<file path="src/rtl/muldiv_seq.sv">
// Sequential RV32M multiply/divide unit.
// Multiplication is an iterative shift-add and division is restoring division.
// Both work on operand magnitudes, one bit per cycle, for XLEN cycles.
// Divide-by-zero and signed overflow are resolved in the accept cycle and skip
// the iteration phase entirely.
module muldiv_seq #(
  parameter int XLEN = 32
) (
  input  logic            clk,
  input  logic            rst_n,
  input  logic            start,
  input  logic [2:0]      funct3,
  input  logic [XLEN-1:0] a,
  input  logic [XLEN-1:0] b,
  input  logic            kill,
  output logic            busy,
  output logic            done,
  output logic [XLEN-1:0] result
);

  localparam int CW = $clog2(XLEN);

  typedef enum logic [1:0] {
    IDLE = 2'd0,
    CALC = 2'd1,
    DONE = 2'd2
  } state_t;

  localparam logic [2:0] OP_MUL    = 3'b000;
  localparam logic [2:0] OP_MULH   = 3'b001;
  localparam logic [2:0] OP_MULHSU = 3'b010;
  localparam logic [2:0] OP_DIV    = 3'b100;
  localparam logic [2:0] OP_REM    = 3'b110;

  localparam logic [XLEN-1:0] MOST_NEG = {1'b1, {(XLEN-1){1'b0}}};

  state_t state, state_nxt;

  // Latched operation context.
  logic [2:0]      op_q;
  logic            neg_q;   // final sign correction for the selected result
  logic [XLEN-1:0] d_q;     // |b|: multiplicand or divisor
  logic [XLEN-1:0] hi_q;    // product high half / partial remainder
  logic [XLEN-1:0] lo_q;    // multiplier bits / dividend bits becoming quotient
  logic [CW-1:0]   cnt_q;

  // ---------------------------------------------------------------------------
  // Accept-cycle decode (operates on the live inputs).
  // ---------------------------------------------------------------------------
  logic            sign_a, sign_b, neg_a, neg_b;
  logic [XLEN-1:0] mag_a, mag_b;
  logic            div_zero, div_ovf, special, accept, last_iter;
  logic [XLEN-1:0] special_res;
  logic            neg_in;

  // Decode operand signedness, magnitudes and the divide special cases.
  always_comb begin
    sign_a   = (funct3 == OP_MULH) || (funct3 == OP_MULHSU) ||
               (funct3 == OP_DIV)  || (funct3 == OP_REM);
    sign_b   = (funct3 == OP_MULH) || (funct3 == OP_DIV) || (funct3 == OP_REM);
    neg_a    = sign_a && a[XLEN-1];
    neg_b    = sign_b && b[XLEN-1];
    mag_a    = neg_a ? -a : a;
    mag_b    = neg_b ? -b : b;
    // The remainder follows the dividend; every other result follows the sign product.
    neg_in   = (funct3 == OP_REM) ? neg_a : (neg_a ^ neg_b);
    div_zero = funct3[2] && (b == '0);
    div_ovf  = funct3[2] && !funct3[0] && (a == MOST_NEG) && (b == '1);
    special  = div_zero || div_ovf;
    // funct3[1] selects REM/REMU among the divide ops.
    if (div_zero) special_res = funct3[1] ? a : '1;
    else          special_res = funct3[1] ? '0 : a;
    accept    = (state != CALC) && start && !kill;
    last_iter = (cnt_q == CW'(XLEN - 1));
  end

  // ---------------------------------------------------------------------------
  // One iteration step and the sign-corrected final result.
  // ---------------------------------------------------------------------------
  logic [XLEN:0]     mul_sum, div_shift;
  logic              div_ge;
  logic [XLEN-1:0]   div_diff, hi_nxt, lo_nxt, div_val, res_div, res_mul, final_res;
  logic [2*XLEN-1:0] prod, prod_s;

  // Compute the next shift-add or restore step, then the result it would finish with.
  always_comb begin
    // NOTE: combinational blocks use blocking '=' so that later lines see the
    // values just computed; the clocked blocks below use '<=' exclusively.
    mul_sum   = {1'b0, hi_q} + (lo_q[0] ? {1'b0, d_q} : '0);
    div_shift = {hi_q, lo_q[XLEN-1]};
    div_ge    = (div_shift >= {1'b0, d_q});
    div_diff  = div_shift[XLEN-1:0] - d_q;
    if (op_q[2]) begin
      hi_nxt = div_ge ? div_diff : div_shift[XLEN-1:0];
      lo_nxt = {lo_q[XLEN-2:0], div_ge};
    end else begin
      hi_nxt = mul_sum[XLEN:1];
      lo_nxt = {mul_sum[0], lo_q[XLEN-1:1]};
    end
    prod      = {hi_nxt, lo_nxt};
    prod_s    = neg_q ? -prod : prod;
    res_mul   = (op_q[1:0] == 2'b00) ? prod_s[XLEN-1:0] : prod_s[2*XLEN-1:XLEN];
    div_val   = op_q[1] ? hi_nxt : lo_nxt;
    res_div   = neg_q ? -div_val : div_val;
    final_res = op_q[2] ? res_div : res_mul;
  end

  // ---------------------------------------------------------------------------
  // Control FSM.
  // ---------------------------------------------------------------------------
  // State register.
  always_ff @(posedge clk or negedge rst_n) begin
    if (!rst_n) state <= IDLE;
    else        state <= state_nxt;
  end

  // Next-state logic: kill always wins; DONE accepts a new start like IDLE.
  always_comb begin
    // NOTE: default first so every path assigns state_nxt and no latch is inferred.
    state_nxt = state;
    unique case (state)
      IDLE, DONE: begin
        if (kill)       state_nxt = IDLE;
        else if (start) state_nxt = special ? DONE : CALC;
        else            state_nxt = IDLE;
      end
      CALC: begin
        if (kill)           state_nxt = IDLE;
        else if (last_iter) state_nxt = DONE;
        else                state_nxt = CALC;
      end
      default: state_nxt = IDLE;
    endcase
  end

  assign busy = (state == CALC);
  assign done = (state == DONE);

  // ---------------------------------------------------------------------------
  // Datapath registers.
  // ---------------------------------------------------------------------------
  // Load operands on accept, iterate in CALC, register the result on completion.
  always_ff @(posedge clk or negedge rst_n) begin
    // NOTE: the datapath registers are reset too; they are few and flops, not
    // a memory array, so a defined post-reset value costs nothing.
    if (!rst_n) begin
      op_q   <= '0;
      neg_q  <= 1'b0;
      d_q    <= '0;
      hi_q   <= '0;
      lo_q   <= '0;
      cnt_q  <= '0;
      result <= '0;
    end else if (accept) begin
      op_q  <= funct3;
      neg_q <= neg_in;
      d_q   <= mag_b;
      hi_q  <= '0;
      lo_q  <= mag_a;
      cnt_q <= '0;
      if (special) result <= special_res;
    end else if (state == CALC && !kill) begin
      hi_q  <= hi_nxt;
      lo_q  <= lo_nxt;
      cnt_q <= cnt_q + 1'b1;
      if (last_iter) result <= final_res;
    end
  end

endmodule

</file>
<file path="config.mk">
export PLATFORM = sky130hd
export DESIGN_NAME = muldiv_seq
export DESIGN_NICKNAME = d
export VERILOG_FILES = /design/src/rtl/muldiv_seq.sv
export SDC_FILE = /design/constraint.sdc
export NUM_CORES = 1
export LEC_CHECK = 0
export ABC_AREA = 1
export CORE_ASPECT_RATIO = 1.2
export CORE_MARGIN = 1.5
export CORE_UTILIZATION = 29
export CTS_BUF_LIST = sky130_fd_sc_hd__clkbuf_8
export CTS_CLUSTER_SIZE = 12
export DETAILED_ROUTE_END_ITERATION = 8
export REMOVE_ABC_BUFFERS = 1
export SLEW_MARGIN = 20
export SYNTH_ARGS = -nofsm -noshare
export SYNTH_HDL_FRONTEND = slang
export SYNTH_SLANG_ARGS = --single-unit
</file>
<file path="constraint.sdc">
create_clock -name clk -period 4.4 [get_ports clk]
set_input_delay 1.1 -clock clk [delete_from_list [all_inputs] [get_ports clk]]
set_output_delay 1.1 -clock clk [all_outputs]
set_load 0.05 [all_outputs]
</file>
==> impl_results.md <==
* TritonCTS clock tree: yes
* Starting Density at 29.3%
* Asr flop ratio synth at 100%
* Synth Area per Inst at 5.77 um2
* Worst Setup End Kind: register
* Rel. slew slack at 44.5%
* Synth Cell Area at 0.0188 mm2
* Hold WC Path Type: register to register
* Simple-Gate Fraction of Synth Area at 42.8%
* I/O Buffers at 104
* Endpoints failing hold at 0
* Commonest non-fill, non-tap cell in the layout: nand2_1
* Final setup vio count at 0
* Clock Latency Late Sink at 0.55 ns
* Synth Area in Compound Gates at 16.6%
* Max Slew Vio Count at 0
* Number of DRC markers in iteration 0 at 1,837
* Clk buf depth at 2
* Slack of the worst reg-to-reg path at 0.26 ns
* Total CTS buffers at 17
* Fmax at 242 MHz
* Post-synthesis adder-cell area fraction at 5.09%
* Post-Place Setup Slack at -0.117 ns
* Peak supply drop at 0.306 mV
* CORE AREA at 0.0643 mm2
* Crit Path Class: register to register
* Yosys Warn Count at 0
* Final WL at 87,500 um
* WL/cell at 20.0 um
* # H-tree levels at 4
* DRC Markers at 0
* XOR/XNOR Fraction of Synth Area at 4.51%
* Vias in the first global route at 21,800
* Commonest non-fill, non-tap cells in the layout: nand2_1 (923), inv_1 (448), nor2_1 (345), o21ai_0 (259), buf_4 (258)
* Post-Syn Instances at 3,259
* Final Cycle Share at 94.1%
* Clock Sinks at 139
* Die Height at 282 um
* Seq cells post-synth at 139
* GP Congestion at 1.04
* Clock root buffer: clkbuf_8
* Row count at 102
* Post-CTS Hold Buffers at 0
* Largest family of logic cells by synthesized area: simple AND/OR/NAND/NOR gates
* Worst-path clk slew at 0.10 ns
* Worst EP arrival at 4.57 ns
* Maxcap violations at 0
* Part of the Yosys area used for sequential elements at 18.5%
* Fraction of layout cells with a size suffix above 1 at 14.4%
* Area Overhead vs Synth at 22.2%
* Status: complete, no violations
* Ports at 105
* Crit-path max FO at 40
* Via count at 22,600
* Cells taking the most area after synthesis: dfrtp_1 (18%), nand2_1 (18%), inv_1 (9.0%), nor2_1 (6.9%), o21ai_0 (6.9%)
* Power per cell area at 686 mW/mm2
* Layout Utilization at 35.7%
* Initial antenna violation count at 1
* Main flop type after synthesis: dfrtp_1
* First-pass GRT wire length at 132,000 um
* GR Util All Layers at 26.2%
* First-pass detailed-route iteration total at 7
* Mux share of post-synthesis cell area at 0%
* WHS at 0.475 ns
* Share of the synthesized area in the top cell type at 18.5%
* Width of the die at 236 um
* Final Skew at 0.0342 ns
* Die ar. at 0.0664 mm2
* Slew @ Worst Pin at 0.824 ns
* Leak at 11.7 nW
* Maximum number of pins on one net before global-route repair at 82
* Worst Setup Start Kind: register
* Minimum clock period at 4.14 ns
* DP HPWL at 71,000 um
* NumNets Final at 3,676
* Post-synth EDFFs at 0
* Via-per-instance ratio at 5.17
* Leading area contributor after synthesis: dfrtp_1
* Synth cell types at 62
* Fill cells at 7,309
* Required @ worst endpoint at 4.83 ns
* Total gr overflow at 0
* Post-layout worst setup margin at 0.260 ns
* ANT nets after route at 0
registers in the layout, summed over array words and instances (netlist names):
name,cells
lo_q,32
result,32
cnt_q,5
d_q,32
op_q,3
hi_q,32
state,2
neg_q,1
cell type report:
cell class	count	area (um2)	share of cell area, %
diodes	1	2.50	0.0109
clock buffers	18	248	1.08
clock inverters	14	135	0.588
inverters	465	1750	7.60
multi-input cells	2535	13100	57.1
flip-flops and latches	139	3490	15.2
well taps	832	1040	4.53
repair buffers	374	3190	13.9
routing by layer:
| metal | wire, um | global-route usage, % |
|---|---|---|
| met1 | 36000 | 31.7 |
| met2 | 40200 | 43.7 |
| met3 | 4240 | 2.42 |
| met4 | 7070 | 19.1 |
| met5 | 0 | 0 |
worst max-delay path: stages (launching register included):
cell and delay, ns:
dfrtp_1 0.45, ha_2 0.41, nand2_2 0.08, buf_4 0.15
nor2_4 0.13, nand3_2 0.08, nand3_2 0.11, nand2_2 0.07
nand2_2 0.08, nand2_4 0.07, buf_6 0.23, nand2_4 0.14
buf_12 0.15, nand2_1 0.07, nand3_2 0.08, nand2_2 0.09
o21ai_2 0.21, ha_2 0.24, nand3_2 0.12, inv_1 0.13
nand2_2 0.11, o21ai_4 0.31, nand3_1 0.12, nand2_1 0.08
nand3_1 0.06, nand2_1 0.14, a21oi_1 0.08
report_power, final:
group	internal, mW	switching [mW]	leakage [nW]
Combinational	4.38	8.11	9.84
Sequential	1.70	0.415	1.70
Clock	0.473	0.682	0.194
Total	6.56	9.21	11.7
cells by family (layout without fill, tap and decap cells):
| kind of cell | after synthesis | after routing |
|---|---|---|
| other | 0 | 1 |
| and+or+nand+nor | 1793 | 1793 |
| xor gates and xnor gates | 97 | 97 |
| buffers and inverters | 585 | 871 |
| AOI/OAI and AO/OA | 569 | 569 |
| DFF | 139 | 139 |
| adders and majority gates | 76 | 76 |
what timing repair did:
action	CTS	global route
gates resized for setup	0	31
setup buffers	0	7
setup endpoints to repair	0	22
path summary, 6_finish.rpt:
| check | start | to | cells after the start |
|---|---|---|---|
| setup / recovery | hi_q[6]$_DFFE_PN0P_ | result[26]$_DFFE_PN0P_ | 26 |
| min in group asynchronous | rst_n | result[20]$_DFFE_PN0P_ | 1 |
| hold / removal | cnt_q[3]$_DFFE_PN0P_ | cnt_q[3]$_DFFE_PN0P_ | 1 |
| hold reg to reg | cnt_q[3]$_DFFE_PN0P_ | cnt_q[3]$_DFFE_PN0P_ | 1 |
| max in group asynchronous | rst_n | d_q[17]$_DFFE_PN0P_ | 3 |
| setup reg to reg | hi_q[6]$_DFFE_PN0P_ | result[26]$_DFFE_PN0P_ | 26 |
stage by stage:
| stage | area (um2) | power (mW) | setup TNS, ns | cells |
|---|---|---|---|---|
| 6_report | 23000 | 15.8 | 0 | 4378 |
| 2_1_floorplan | 18200 | 9.28 | -314.94 | 3139 |
| 4_1_cts | 22800 | 15.4 | 0 | 4370 |
| 3_5_place_dp | 22400 | 14.2 | -0.117 | 4338 |
| 5_1_grt | 23000 | 17.0 | -0.0260 | 4378 |
| 3_3_place_gp | 22400 | 14.3 | -0.102 | 4338 |
synthesized netlist by cell type (9+ instances only):
| master | n |
|---|---|
| o21bai_1 | 9 |
| inv_1 | 449 |
| nor4_1 | 9 |
| nand3b_1 | 15 |
| clkbuf_1 | 73 |
| o21ai_0 | 260 |
| a21oi_1 | 184 |
| nand3_4 | 10 |
| nor3_1 | 36 |
| inv_2 | 12 |
| o211ai_1 | 10 |
| nand3_1 | 250 |
| nand3_2 | 37 |
| o21ai_1 | 23 |
| ha_1 | 71 |
| xor2_1 | 82 |
| nor2_2 | 18 |
| nand4_1 | 57 |
| o21ai_2 | 13 |
| nand2_2 | 48 |
| nand2_1 | 926 |
| nor2_1 | 348 |
| dfrtp_1 | 139 |
| xnor2_1 | 15 |
| a31oi_1 | 13 |
| buf_2 | 25 |
| o22ai_1 | 19 |
No activity file was read; power rests on OpenSTA's default activity.
